===== src/rtl/fan_ctrl_pkg.sv =====
// Shared types and constants for the board fan controller.
package fan_ctrl_pkg;
  localparam int FanLevelW = 8;
  localparam int FanSwMult = 17;

  typedef enum logic [1:0] {
    IDLE = 2'd0,
    KICK = 2'd1,
    RAMP = 2'd2,
    HOLD = 2'd3
  } fan_state_e;

  // 0..15 maps exactly onto 0..255.
  function automatic logic [FanLevelW-1:0] sw_to_target(input logic [3:0] sw);
    return {4'd0, sw} * FanLevelW'(FanSwMult);
  endfunction
endpackage


===== src/rtl/fan_pwm_gen.sv =====
// PWM generator: threshold latched only at period start, so duty never changes mid-period.
module fan_pwm_gen
  import fan_ctrl_pkg::*;
#(
  parameter int PwmPeriod = 2000
) (
  input  logic                 soc_clk,
  input  logic                 rst_n,
  input  logic [FanLevelW-1:0] level,
  output logic                 pwm
);
  localparam int CW = $clog2(PwmPeriod);
  localparam int TW = $clog2(PwmPeriod + 1);
  localparam int PW = FanLevelW + TW;

  logic [CW-1:0] cnt;
  logic [TW-1:0] thr, thr_new, thr_eff;
  logic [PW-1:0] prod;
  logic          at_start;

  assign at_start = (cnt == '0);

  // Full level maps to the whole period so the output never dips for a cycle.
  always_comb begin
    prod = PW'(level) * PW'(PwmPeriod);
    if (level == '1) thr_new = TW'(PwmPeriod);
    else             thr_new = TW'(prod >> FanLevelW);
    thr_eff = at_start ? thr_new : thr;
  end

  always_ff @(posedge soc_clk or negedge rst_n) begin
    if (!rst_n) begin
      cnt <= '0;
      thr <= '0;
      pwm <= 1'b0;
    end else begin
      cnt <= (cnt == CW'(PwmPeriod - 1)) ? '0 : cnt + 1'b1;
      if (at_start) thr <= thr_new;
      pwm <= (TW'(cnt) < thr_eff);
    end
  end
endmodule


===== src/rtl/fan_pwm_ramp_ctrl.sv =====
// Fan controller: switch sync/debounce, optional kick-start, 1-LSB duty ramp, PWM drive.
// Define FAN_KICKSTART_EN to spin a stopped fan at full speed before ramping.
module fan_pwm_ramp_ctrl
  import fan_ctrl_pkg::*;
#(
  parameter int PwmPeriod      = 2000,
  parameter int RampCycles     = 50000,
  parameter int DebounceCycles = 500000,
  parameter int KickCycles     = 25000000
) (
  input  logic                 soc_clk,
  input  logic                 rst_n,
  input  logic [3:0]           fan_sw_i,
  output logic                 fan_pwm_o,
  output logic [FanLevelW-1:0] level_o,
  output logic [1:0]           state_o,
  output logic                 settled_o
);
  localparam int DW = $clog2(DebounceCycles + 1);
  localparam int RW = $clog2(RampCycles + 1);

  logic [3:0]           sync1, sync2, cand, sw_q;
  logic [DW-1:0]        db_cnt;
  logic [FanLevelW-1:0] target, level, level_n, step;
  logic [RW-1:0]        ramp_cnt, ramp_n;
  fan_state_e           state, state_n;

  // db_cnt counts cycles the candidate has been seen, including its first.
  always_ff @(posedge soc_clk or negedge rst_n) begin
    if (!rst_n) begin
      sync1  <= '0;
      sync2  <= '0;
      cand   <= '0;
      db_cnt <= '0;
      sw_q   <= '0;
    end else begin
      sync1 <= fan_sw_i;
      sync2 <= sync1;
      if (sync2 != cand) begin
        cand   <= sync2;
        db_cnt <= DW'(1);
        if (DebounceCycles == 1) sw_q <= sync2;
      end else if (db_cnt >= DW'(DebounceCycles - 1)) begin
        sw_q <= cand;
      end else begin
        db_cnt <= db_cnt + 1'b1;
      end
    end
  end

  assign target = sw_to_target(sw_q);

`ifdef FAN_KICKSTART_EN
  localparam int KW = $clog2(KickCycles + 1);
  logic [KW-1:0] kick_cnt, kick_n;

  always_ff @(posedge soc_clk or negedge rst_n) begin
    if (!rst_n) kick_cnt <= '0;
    else        kick_cnt <= kick_n;
  end
`endif

  always_comb begin
    state_n = state;
    level_n = level;
    ramp_n  = ramp_cnt;
    step    = (target > level) ? level + 1'b1 : level - 1'b1;
`ifdef FAN_KICKSTART_EN
    kick_n  = kick_cnt;
`endif
    case (state)
      IDLE: begin
        level_n = '0;
        if (target != '0) begin
`ifdef FAN_KICKSTART_EN
          state_n = KICK;
          level_n = '1;
          kick_n  = '0;
`else
          state_n = RAMP;
          ramp_n  = '0;
`endif
        end
      end
`ifdef FAN_KICKSTART_EN
      KICK: begin
        if (kick_cnt == KW'(KickCycles - 1)) begin
          state_n = RAMP;
          ramp_n  = '0;
        end else begin
          kick_n = kick_cnt + 1'b1;
        end
      end
`endif
      RAMP: begin
        // A step landing on target leaves RAMP in the same cycle.
        if (level == target) begin
          state_n = (target == '0) ? IDLE : HOLD;
        end else if (ramp_cnt == RW'(RampCycles - 1)) begin
          ramp_n  = '0;
          level_n = step;
          if (step == target) state_n = (target == '0) ? IDLE : HOLD;
        end else begin
          ramp_n = ramp_cnt + 1'b1;
        end
      end
      HOLD: begin
        if (target != level) begin
          state_n = RAMP;
          ramp_n  = '0;
        end
      end
      default: state_n = IDLE;
    endcase
  end

  always_ff @(posedge soc_clk or negedge rst_n) begin
    if (!rst_n) begin
      state    <= IDLE;
      level    <= '0;
      ramp_cnt <= '0;
    end else begin
      state    <= state_n;
      level    <= level_n;
      ramp_cnt <= ramp_n;
    end
  end

  fan_pwm_gen #(.PwmPeriod(PwmPeriod)) u_pwm (
    .soc_clk (soc_clk),
    .rst_n   (rst_n),
    .level   (level),
    .pwm     (fan_pwm_o)
  );

  assign level_o   = level;
  assign state_o   = state;
  assign settled_o = (level == target) && (state == HOLD || state == IDLE);
endmodule


===== config.mk =====
export PLATFORM = sky130hd
export DESIGN_NAME = fan_pwm_ramp_ctrl
export DESIGN_NICKNAME = d
export VERILOG_FILES = /design/src/rtl/fan_ctrl_pkg.sv /design/src/rtl/fan_pwm_gen.sv /design/src/rtl/fan_pwm_ramp_ctrl.sv
export SDC_FILE = /design/constraint.sdc
export NUM_CORES = 1
export LEC_CHECK = 0
export CAP_MARGIN = 20
export CORE_MARGIN = 5
export CORE_UTILIZATION = 25
export DETAILED_ROUTE_END_ITERATION = 10
export SYNTH_ARGS = -nofsm -noshare
export SYNTH_HDL_FRONTEND = slang
export SYNTH_HIERARCHICAL = 1
export SYNTH_SLANG_ARGS = --single-unit

===== constraint.sdc =====
create_clock -name soc_clk -period 5.8 [get_ports soc_clk]
set_input_delay 0.58 -clock soc_clk [delete_from_list [all_inputs] [get_ports soc_clk]]
set_output_delay 0.58 -clock soc_clk [all_outputs]
set_load 0.01 [all_outputs]

Word level (Yosys, flattened, before mapping)
Cells that the tools add are included.

Bits in registers: 84. Bits in latches: 0. Memory bits (writable): 0. Bits in read-only memories: 0. Input bits: 6. Output and inout port bits: 12. Word-level logic and storage cells: 71. Memories kept: 0.

$add $sub $neg: 5. Multipliers: 2. Div/mod/pow operators: 0. Magnitude comparators: 3. Equal/unequal tests: 16. Shift-type cells: 0. Muxes and demuxes: 21. Bitwise logic cells: 1. Reduce and logical (&&, ||, !) cells: 12.

Operators by type and width (number): 16-bit 2-to-1 mux (4); 16-bit one-hot mux with 3 select lines (1); 19-bit 2-to-1 mux (2); 11-bit 2-to-1 mux (3); 8-bit 2-to-1 mux (3); 19-bit by 1-bit adder with 19-bit output, second input constant (1); 19-bit greater-or-equal comparator, second input constant (1); 16-bit by 1-bit adder with 16-bit output, second input constant (1); 16-bit equality test, second input constant (1); 8-bit equality test (2); 8-bit one-hot mux with 2 select lines (1); 8-bit by 7-bit multiplier with 15-bit output, second input constant (1); 2-bit 2-to-1 mux (6); 11-bit by 1-bit adder with 11-bit output, second input constant (1); 11-bit equality test, second input constant (1); 11-bit logical NOT (1); 11-bit < comparator (1); 2-bit inequality test, second input constant (5); 8-bit by 1-bit adder with 8-bit output, second input constant (1); 8-bit equality test, second input constant (1); 8-bit > comparator (1); 8-bit logical NOT (1); 4-bit by 5-bit multiplier with 8-bit output, second input constant (1); 8-bit inequality test (1); other kinds (15) (18).

Longest topological paths before layout
Gate-level depths: netlist of the first run.

Depth in word-level cells: 8. Depth in mapped cells: 18. Depth with buffers taken out: 18.

Hierarchy
Netlist of the first run, hierarchy kept.

Modules (own cells, without submodules): fan_pwm_ramp_ctrl (instances 1, cells each 367, area an instance 3459.6 µm², sequential area each 1526.5 µm²); fan_pwm_gen (instances 1, cells each 277, area an instance 2738.9 µm², sequential area each 575.6 µm²).

Worst setup path before layout of the first run
No wires, ideal clock.

Path kind: register to register. Start: register level[2], in the netlist level_o[2]. End: register u_pwm.pwm. Library setup time: 88 ps. Data arrival time: 4782 ps. Data required time: 5712 ps. Slack: 930 ps. Cell stages (with the launch flop): 19. Buffers on the path: 0. Clock period less this slack: 4870 ps. Cells stage by stage: dfrtp_1 -> fa_1 -> inv_1 -> fa_1 -> fa_1 -> inv_1 -> fa_1 -> ha_1 -> a21o_1 -> a31o_2 -> o31ai_1 -> xnor2_1 -> o22ai_1 -> ha_1 -> a21oi_1 -> nor2b_1 -> o21ai_0 -> o211ai_1 -> a41oi_1.

Cells in the longest elaborated chain, start to end: 4. Elaborated cells between the ends (all ways): 5. Those cells by class: 1 x mul; 1 x order compare; 1 x eq/ne; 2 x mux.

RTL lines: start, declared (line fan_pwm_ramp_ctrl.sv:24) `logic [FanLevelW-1:0] target, level, level_n, step;`; start signal, assigned (line fan_pwm_ramp_ctrl.sv:124) `level <= level_n;`; 8-bit by 7-bit multiplier with 15-bit output / 8-bit equality test (equally long branches) (line fan_pwm_gen.sv:25, fan_pwm_gen.sv:26); 11-bit 2-to-1 mux (*) (line fan_pwm_gen.sv:26) `if (level == '1) thr_new = TW'(PwmPeriod);`; 11-bit 2-to-1 mux (*) (line fan_pwm_gen.sv:28) `thr_eff = at_start ? thr_new : thr;`; 11-bit < comparator (*) (line fan_pwm_gen.sv:39) `pwm <= (TW'(cnt) < thr_eff);`; end signal, assigned (line fan_pwm_gen.sv:39); end, declared (line fan_pwm_gen.sv:10) `output logic pwm`.

Mark *: on every way between the ends. The rest lies on a longest branch, timed or not. A chain may end at the register's enable or synchronous reset.

Worst setup path in the final report of the first run
Start: register level[0], in the netlist level_o[0]. End: register u_pwm.pwm.

Same word-level chain as after synthesis.

==> impl_results.md, run 1 <==
- Slowest-stage cell, CP: fa_1
- Slew margin rel.: 0.287
- Setup Skew: 0.00904 ns
- Core region area: approximately 24000 um^2
- Hold crit path type: in -> async
- Sequential element share of the synthesized area: 0.339
- Startpoint Class: flip-flop
- Layout area overhead: 13.7%
- WHS: ~0.18 ns
- Crit. End Element: flip-flop
- CTS tree: yes
- Largest net degree at the start of global routing: between 50 and 60
- Final setup TNS: 0 ns
- Post-synth ARST share: 1.00
- Gr usage total: 0.0936
- Post-Syn Nets: 740
- CP dominant cell by count: fa_1
- CP Max Fanout: 12
- Num rows: between 50 and 60
- Crit path arrival time: roughly 5.4 ns
- Clock latency on the worst-skew pair: about 0.34 ns
- Post-Place Cell Area: slightly below 7000 um^2
- Crit path kind: reg -> reg
- Antenna-violating nets left: 0
- Post_cts resized: 0
- Commonest cells after routing, fill and taps aside: dfrtp_1 (84), ha_1 (67), inv_1 (65), nor2_1 (58), nand2_1 (35)
- Number of buffers created by CTS: 9
- Unrepaired setup endpoints after global routing: false
- Fillers: between 2000 and 3000
- Status: completed
- Synth Area in XOR/XNOR: 0.0771
- F_max: slightly below 0.2 GHz
- Clock Sink Count: 84
- Max-Cap Viols: 0
- Postcts setup bufs: 0
- Fin crit share: 0.884
- Drt drc: 0
- Yosys cell types: ~70
- Cts hold-fix bufs: 0
- Vias per inst: ~4.6
- Synth Area in Adders: 0.210
- # port buffers: 17
- Setup-failing EPs final: 0
- Die area: 28000 um^2
- Worst path top cell family by delay: adder cells
- Htree depth: 3
- Antenna diodes: 0
- Hold Fails Final Rpt: 0
- Share of cells above drive strength 1: 0.0720
- DR vias: between 4000 and 5000
- Syn Area/Cell: approximately 9.6 um^2
- Post-synth top area cell: dfrtp_1
- Post-Syn Area: around 6200 um^2
- Simple-gate portion of the synthesized area: 0.173
- Worst-path cell chain: fa_1 > inv_1 > fa_1 > fa_1 > inv_1 > fa_1 > ha_1 > nand4_1 > a211oi_1 > o31ai_1 > xnor2_1 > o22ai_1 > ha_1 > a21oi_1 > nor2b_1 > o21ai_0 > o211ai_1 > a41oi_1
- Worst Tran Pin Value: ~1.1 ns
- Worst-path clk slew: 0.07 ns
- Crit-path max cell delay: 0.61 ns
- 1st-pass router iterations: 5
- DPL Wire Length: between 9000 and 10000 um
- Final Slew Violations: 0
- Initial core utilization: 0.254
- Design area: 7050 um^2
- Leak: 3.29 nW
- Most used DFF post-synth: dfrtp_1
- GPL Wtd Cong: approximately 0.82
- Initial antenna violation count: 0
- Post-synthesis mux area share: 0.0153
- Commonest non-fill, non-tap cell in the layout: dfrtp_1
- Warnings from Yosys: 6
- DR iter-0 viols: 230
- Post-synth EDFFs: 0
- DRT Wirelength: roughly 13000 um
- Max clock buf depth: 2
- First-pass GRT wire length: between 20000 and 25000 um
- Synth Area in Compound Gates: 0.134
- CTS root buf: clkbuf_16
- Main combinational cell family by area after synthesis: adder cells
- Buf+Inv Stages, Crit Path: 2
- Num ports: 18
- Max VDD drop: approximately 100 uV
- GRT Residual Overflow: 0
- Mapped Cells: around 640
- Layout Nets: ~760
- Die Ht: about 170 um
- Yosys top cell area share: 0.339
- Synth top area cells: dfrtp_1 (34%), ha_1 (14%), fa_1 (7.4%)
- Chip width: between 150 and 200 um
- Min Tclk post-route: 5.12 ns
- Vias in the first global route: ~4500
- CP Data Required Time: between 6 and 7 ns
- Synthesized flop and latch total: between 80 and 90
- PwrDens: 170 nW/um^2
- Routed len/inst: 12.8 um
- R2R setup slack: roughly 0.68 ns
## final timing paths
kind / start / to / cells past startpoint
min in group soc_clk: sync1[0] / sync2[0] / 0
max in group asynchronous: rst_n / level_o[6] / 2
worst max-delay path: level_o[0] / u_pwm/pwm / 18
worst min register to register: sync1[0] / sync2[0] / 0
worst max register to register: level_o[0] / u_pwm/pwm / 18
worst min-delay path: rst_n / u_pwm/cnt[5] / 1
## sequential cells by signal, indices dropped and copies added (netlist names)
signal and cells:
sync2 4, ramp_cnt 16, u_pwm/thr 11, level_o 8, u_pwm/cnt 11, u_pwm/pwm 1, sync1 4, cand 4
sw_q 4, db_cnt 19, state_o 2
## cell usage after synthesis (11+ instances only)
cell type   n
a21o_1     11
a21oi_1    21
and3_1     12
dfrtp_1    84
fa_1       23
ha_1       67
inv_1      65
nand2_1    35
nand3_1    30
nand4_1    17
nor2_1     58
o21ai_0    32
xnor2_1    26
xor2_1     26
## cell families (layout without fill, tap and decap cells)
kind of cell,Yosys count,after routing
buf+inv,82,105
xor+xnor,53,53
flops,84,84
compound gates,125,125
fa+ha+maj,90,90
mux,9,9
simple gates,201,201
## final cells by class
cell class,instances,area [um^2],share of cell area
clock inverter,7,81.3,0.0115
inverter,66,248,0.0352
tap,324,405,0.0575
clock buffer,9,225,0.0320
multi-input combinational,478,3770,0.535
sequential,84,2100,0.298
timing repair buffer,23,213,0.0302
## per-layer routing
layer  global-route usage  vias to the layer above  part of all wire
met5                    0                        -                 0
met4               0.0247                        0            0.0089
met3               0.0170                        6             0.021
met2                0.149                       47              0.46
met1                0.132                     2199              0.51
li1                     -                     2296                 -
## report_power, final
| group | internal, W | switching (W) | leakage, nW | total (W) |
|---|---|---|---|---|
| clock network | 0.000307 | 0.000274 | 0.150 | 0.000580 |
| registers | 0.000590 | 0.00000349 | 1.13 | 0.000594 |
| logic | 0.00000686 | 0.0000165 | 2.01 | 0.0000234 |
## metrics by stage
stage / power [W] / setup WS [ns] / cells / util
after floorplan: 0.000612 / 0.930 / 644 / -
after global placement: 0.000630 / 0.758 / 975 / 0.276
after detailed placement: 0.000631 / 0.655 / 975 / 0.276
after CTS: 0.00122 / 0.664 / 991 / 0.289
after global routing: 0.00125 / 0.353 / 991 / 0.289
final: 0.00120 / 0.676 / 991 / 0.289
Power figures use the tool's default switching activity.
==> run 2: changes to the inputs <==
--- a/config.mk
+++ b/config.mk
@@ -6,7 +6,7 @@
 export NUM_CORES = 1
 export LEC_CHECK = 0
 export CAP_MARGIN = 20
-export CORE_MARGIN = 5
+export CORE_MARGIN = 3
 export CORE_UTILIZATION = 25
 export DETAILED_ROUTE_END_ITERATION = 10
 export SYNTH_ARGS = -nofsm -noshare
==> impl_results.md, run 2 (same netlist as run 1, synthesis figures left out) <==
- Vias per inst: about 4.6
- WHS: 0.0458 ns
- First-pass GRT wire length: about 22000 um
- CTS tree: yes
- DRT Wirelength: 12700 um
- Chip width: 163 um
- Largest net degree at the start of global routing: 79
- Placed insts: 969
- Routed len/inst: 12.9 um
- Largest register FFs: 19
- Worst-path cell chain: fa_1 > inv_1 > fa_1 > fa_1 > inv_1 > fa_1 > ha_1 > nand4_1 > a211oi_1 > o31ai_1 > xnor2_1 > o22ai_1 > ha_1 > nand4_1 > nor2_1 > a21oi_1 > o211ai_1 > a41oi_1
- CP dominant cell by count: fa_1
- Commonest cells after routing, fill and taps aside: dfrtp_1 (84), ha_1 (67), inv_1 (65), nor2_1 (58), nand2_1 (35)
- Layout Nets: around 760
- Final setup TNS: 0 ns
- GPL Wtd Cong: 0.825
- Htree depth: 3
- Design area: between 7000 and 8000 um^2
- Antenna diodes: 0
- Crit. End Element: flip-flop
- Unrepaired setup endpoints after global routing: false
- Startpoint Class: flip-flop
- Crit path kind: reg -> reg
- DPL Wire Length: 9440 um
- Slew margin rel.: 0.291
- Clock latency on the worst-skew pair: between 0.3 and 0.4 ns
- Share of cells above drive strength 1: 0.0691
- Min Tclk post-route: 5.25 ns
- Layout area overhead: 13.3%
- Hold Fails Final Rpt: 0
- Leak: approximately 3.3 nW
- Crit-path max cell delay: between 0.5 and 0.6 ns
- Drt drc: 0
- Max clock buf depth: 2
- Fin crit share: 0.905
- Most flops, register: db_cnt
- F_max: 0.191 GHz
- Die Ht: 163 um
- PwrDens: around 170 nW/um^2
- Gr usage total: 0.0989
- GRT Residual Overflow: 0
- Die area: ~27000 um^2
- DR vias: 4538
- CTS root buf: clkbuf_16
- Commonest non-fill, non-tap cell in the layout: dfrtp_1
- Non-filler cells, final: approximately 1000
- Postcts setup bufs: 0
- Num rows: 56
- Vias in the first global route: ~4300
- Initial core utilization: 0.259
- Top flop regs: db_cnt (19), ramp_cnt (16)
- Post-Place Cell Area: between 6000 and 7000 um^2
- Final Slew Violations: 0
- Max VDD drop: ~120 uV
- Num ports: 18
- CP Max Fanout: 12
- Crit path arrival time: roughly 5.5 ns
- Slowest-stage cell, CP: fa_1
- Max-Cap Viols: 0
- Setup Skew: between 0.009 and 0.01 ns
- Clock Sink Count: 84
- DR iter-0 viols: roughly 240
- Antenna-violating nets left: 0
- Setup-failing EPs final: 0
- Initial antenna violation count: 0
- Post_cts resized: 0
- Power Total: around 0.0012 W
- Worst Tran Pin Value: between 1 and 1.5 ns
- Core region area: 23900 um^2
- # port buffers: 17
- Worst-path clk slew: ~0.070 ns
- CP Data Required Time: between 6 and 7 ns
- Status: completed
- Cts hold-fix bufs: 0
- 1st-pass router iterations: 4
- Number of buffers created by CTS: 9
- Hold crit path type: in -> async
==> run 2: path summary, 6_finish.rpt <==
path / startpoint / to / slack (ns) / cells after the start
max in group asynchronous: rst_n / u_pwm/thr[9] / 4.57 / 2
setup reg to reg: level_o[2] / u_pwm/pwm / 0.55 / 18
hold reg to reg: sync1[2] / sync2[2] / 0.35 / 0
min in group soc_clk: sync1[2] / sync2[2] / 0.35 / 0
setup / recovery: level_o[2] / u_pwm/pwm / 0.55 / 18
hold / removal: rst_n / level_o[6] / 0.05 / 1
==> run 2: report_power, final <==
group / internal, W / switching (W)
Sequential: 0.000591 / 0.00000328
Combinational: 0.00000682 / 0.0000158
Clock: 0.000337 / 0.000243
==> run 2: metal layers <==
metal / vias up / GRT usage / part of all wire
met5: - / 0 / 0
met4: 0 / 0.0127 / 0.0036
met3: 7 / 0.0216 / 0.032
met2: 54 / 0.156 / 0.46
met1: 2188 / 0.143 / 0.51
li1: 2289 / - / -
==> run 2: critical path: cells and delay by family, from the launching register on <==
| family | cells | cell delay, ns |
|---|---|---|
| AO/OA/AOI/OAI | 6 | 1.19 |
| XOR/XNOR | 1 | 0.25 |
| adder cells (fa/ha/maj) | 6 | 2.75 |
| buffers and inverters | 2 | 0.10 |
| flip-flops | 1 | 0.54 |
| AND/OR/NAND/NOR | 3 | 0.32 |
==> run 2: final cells by class <==
type | instances | area (um^2)
fill | 2475 | 16900
multi-input combinational | 478 | 3770
sequential | 84 | 2100
tap | 319 | 399
inverter | 66 | 248
clock buffer | 10 | 229
timing repair buffer | 22 | 205
clock inverter | 6 | 70.1
==> run 2: stage by stage <==
step	worst slack, ns	utilization
after floorplan	0.930	-
after global placement	0.738	0.281
after detailed placement	0.588	0.281
after CTS	0.579	0.294
after global routing	0.0915	0.294
final	0.553	0.294
==> run 3: changes to the inputs <==
--- a/config.mk
+++ b/config.mk
@@ -7,7 +7,7 @@
 export LEC_CHECK = 0
 export CAP_MARGIN = 20
 export CORE_MARGIN = 3
-export CORE_UTILIZATION = 25
+export CORE_UTILIZATION = 45
 export DETAILED_ROUTE_END_ITERATION = 10
 export SYNTH_ARGS = -nofsm -noshare
 export SYNTH_HDL_FRONTEND = slang
==> impl_results.md, run 3 (same netlist as run 1, synthesis figures left out) <==
- Setup Skew: approximately 0.005 ns
- Gr usage total: 0.175
- Met2 usage: 0.282
- Hold Startpoint: sync1[2]
- Max VDD drop: about 200 uV
- GRT Residual Overflow: 0
- Hold crit path type: reg -> reg
- Commonest non-fill, non-tap cell in the layout: dfrtp_1
- DP Worst Slack: ~0.56 ns
- CP Data Required Time: about 6 ns
- Crit. End Element: flip-flop
- Slew margin rel.: 0.366
- Htree depth: 3
- DRT Wirelength: about 12000 um
- GPL Wtd Cong: ~0.84
- Final Slew Violations: 0
- Leak: between 3 and 4 nW
- F_max: between 0.15 and 0.2 GHz
- Setup-failing EPs final: 0
- Crit path kind: reg -> reg
- Clock latency on the worst-skew pair: roughly 0.35 ns
- GR met1 Demand/Resource: 0.239
- Final setup TNS: 0 ns
- Initial core utilization: 0.464
- CTS root buf: clkbuf_16
- Share of cells above drive strength 1: 0.0719
- Startpoint Class: flip-flop
- Layout Nets: about 760
- DR vias: 4598
- Antenna-violating nets left: 0
- Worst R2R Start: level_o[2]
- Clock Sink Count: 84
- Largest register FFs: 19
- Min Tclk post-route: 5.26 ns
- Die Ht: about 120 um
- WHS: between 0.3 and 0.4 ns
- Vias per inst: between 5 and 6
- DR iter-0 viols: 187
- Worst-path clk slew: 0.06 ns
- CTS tree: yes
- PwrDens: 182 nW/um^2
- M3 GR Usage: 0.0412
- Fillers: about 1200
- Commonest cells after routing, fill and taps aside: dfrtp_1 (84), ha_1 (67), inv_1 (65), nor2_1 (58), nand2_1 (35)
- Core region area: between 10000 and 15000 um^2
- R2R Path End: u_pwm/pwm
- Drt drc: 0
- Fin crit share: 0.906
- R2R setup slack: roughly 0.54 ns
- Num ports: 18
- Final worst slack: 0.544 ns
- Largest net degree at the start of global routing: between 80 and 90
- Vias in the first global route: around 4500
- Unrepaired setup endpoints after global routing: false
- Most flops, register: db_cnt
- Top flop regs: db_cnt (19), ramp_cnt (16)
- Layout area overhead: 11.6%
- Status: completed
- DPL Wire Length: about 9200 um
- Crit path arrival time: 5.51 ns
- Gr busiest metal: met2
- Max-Cap Viols: 0
- Worst hold endpoint: sync2[2]
- R2R depth: 18
- Worst Tran Pin Value: roughly 0.94 ns
- Antenna diodes: 0
- Num rows: 42
- First-pass GRT wire length: roughly 21000 um
- Hold Fails Final Rpt: 0
- 1st-pass router iterations: 5
- Max clock buf depth: 2
- # port buffers: 17
- Hold Path Depth: 0
- Initial antenna violation count: 0
- CP Max Fanout: 12
- Number of buffers created by CTS: 9
- Chip width: around 120 um
- Die area: around 15000 um^2
- Routed len/inst: 14.7 um
## run 3: cell count changes in the layout (fill, tap and decap cells not counted)
cell / previous run / this run
buf_16: 0 / 1
clkbuf_1: 1 / 0
dlygate4sd3_1: 0 / 1
inv_8: 0 / 2
clkinvlp_4: 3 / 0
buf_4: 6 / 5
inv_6: 2 / 0
clkinv_4: 0 / 3
bufinv_16: 1 / 2
clkbuf_2: 0 / 1
## run 3: critical path: stages (launching register included)
cell and delay (ns):
dfrtp_1 0.54, fa_1 0.57, inv_1 0.06, fa_1 0.50
fa_1 0.55, inv_1 0.06, fa_1 0.45, ha_1 0.38
a21o_1 0.21, a31o_2 0.26, o31ai_1 0.28, xnor2_1 0.20
o22ai_1 0.11, ha_1 0.30, a21oi_1 0.16, nor2b_1 0.06
o21ai_0 0.17, o211ai_1 0.12, a41oi_1 0.17
## run 3: cell type report
class / instances / area [um^2] / area share
multi-input cells: 478 / 3770 / 0.545
well taps: 176 / 220 / 0.0318
clock inverters: 7 / 109 / 0.0157
repair buffers: 24 / 240 / 0.0347
inverters: 66 / 248 / 0.0358
flip-flops and latches: 84 / 2100 / 0.304
clock buffers: 9 / 225 / 0.0326
## run 3: stage by stage
step	util	total power, W	instances	instance area (um^2)
after floorplan	-	0.000612	644	6200
after global placement	0.490	0.000629	825	6540
after detailed placement	0.490	0.000629	825	6540
after CTS	0.516	0.00128	842	6880
after global routing	0.518	0.00131	844	6920
final	0.518	0.00126	844	6920
## run 3: power breakdown
part           internal (W)  switching, W
Combinational    0.00000924     0.0000165
Clock              0.000385      0.000253
Sequential         0.000591    0.00000338
Total              0.000985      0.000273
## run 3: how the worst max path moves through the flow
stage	startpoint	cells past startpoint	to	slack, ns
final	level_o[2]	18	u_pwm/pwm	0.54
after global routing	level_o[2]	18	u_pwm/pwm	0.20
after CTS	level_o[2]	18	u_pwm/pwm	0.54
after detailed placement	level_o[2]	18	u_pwm/pwm	0.56
after global placement	level_o[2]	18	u_pwm/pwm	0.78
after floorplan	level_o[2]	18	u_pwm/pwm	0.93
## run 3: per-layer routing
| layer | share of wire | wire length [um] | up-vias |
|---|---|---|---|
| met5 | 0 | 0 | - |
| met3 | 0.027 | 332 | 12 |
| met1 | 0.49 | 6030 | 2245 |
| li1 | - | - | 2292 |
| met4 | 0.011 | 137 | 0 |
| met2 | 0.48 | 5900 | 49 |
## run 3: repair_timing
| action | 4_1_cts | 5_1_grt |
|---|---|---|
| endpoints found under the hold margin | 2 | 0 |
| gates resized for setup | 0 | 0 |
| buffers inserted | 0 | 0 |
| hold buffers | 1 | 0 |
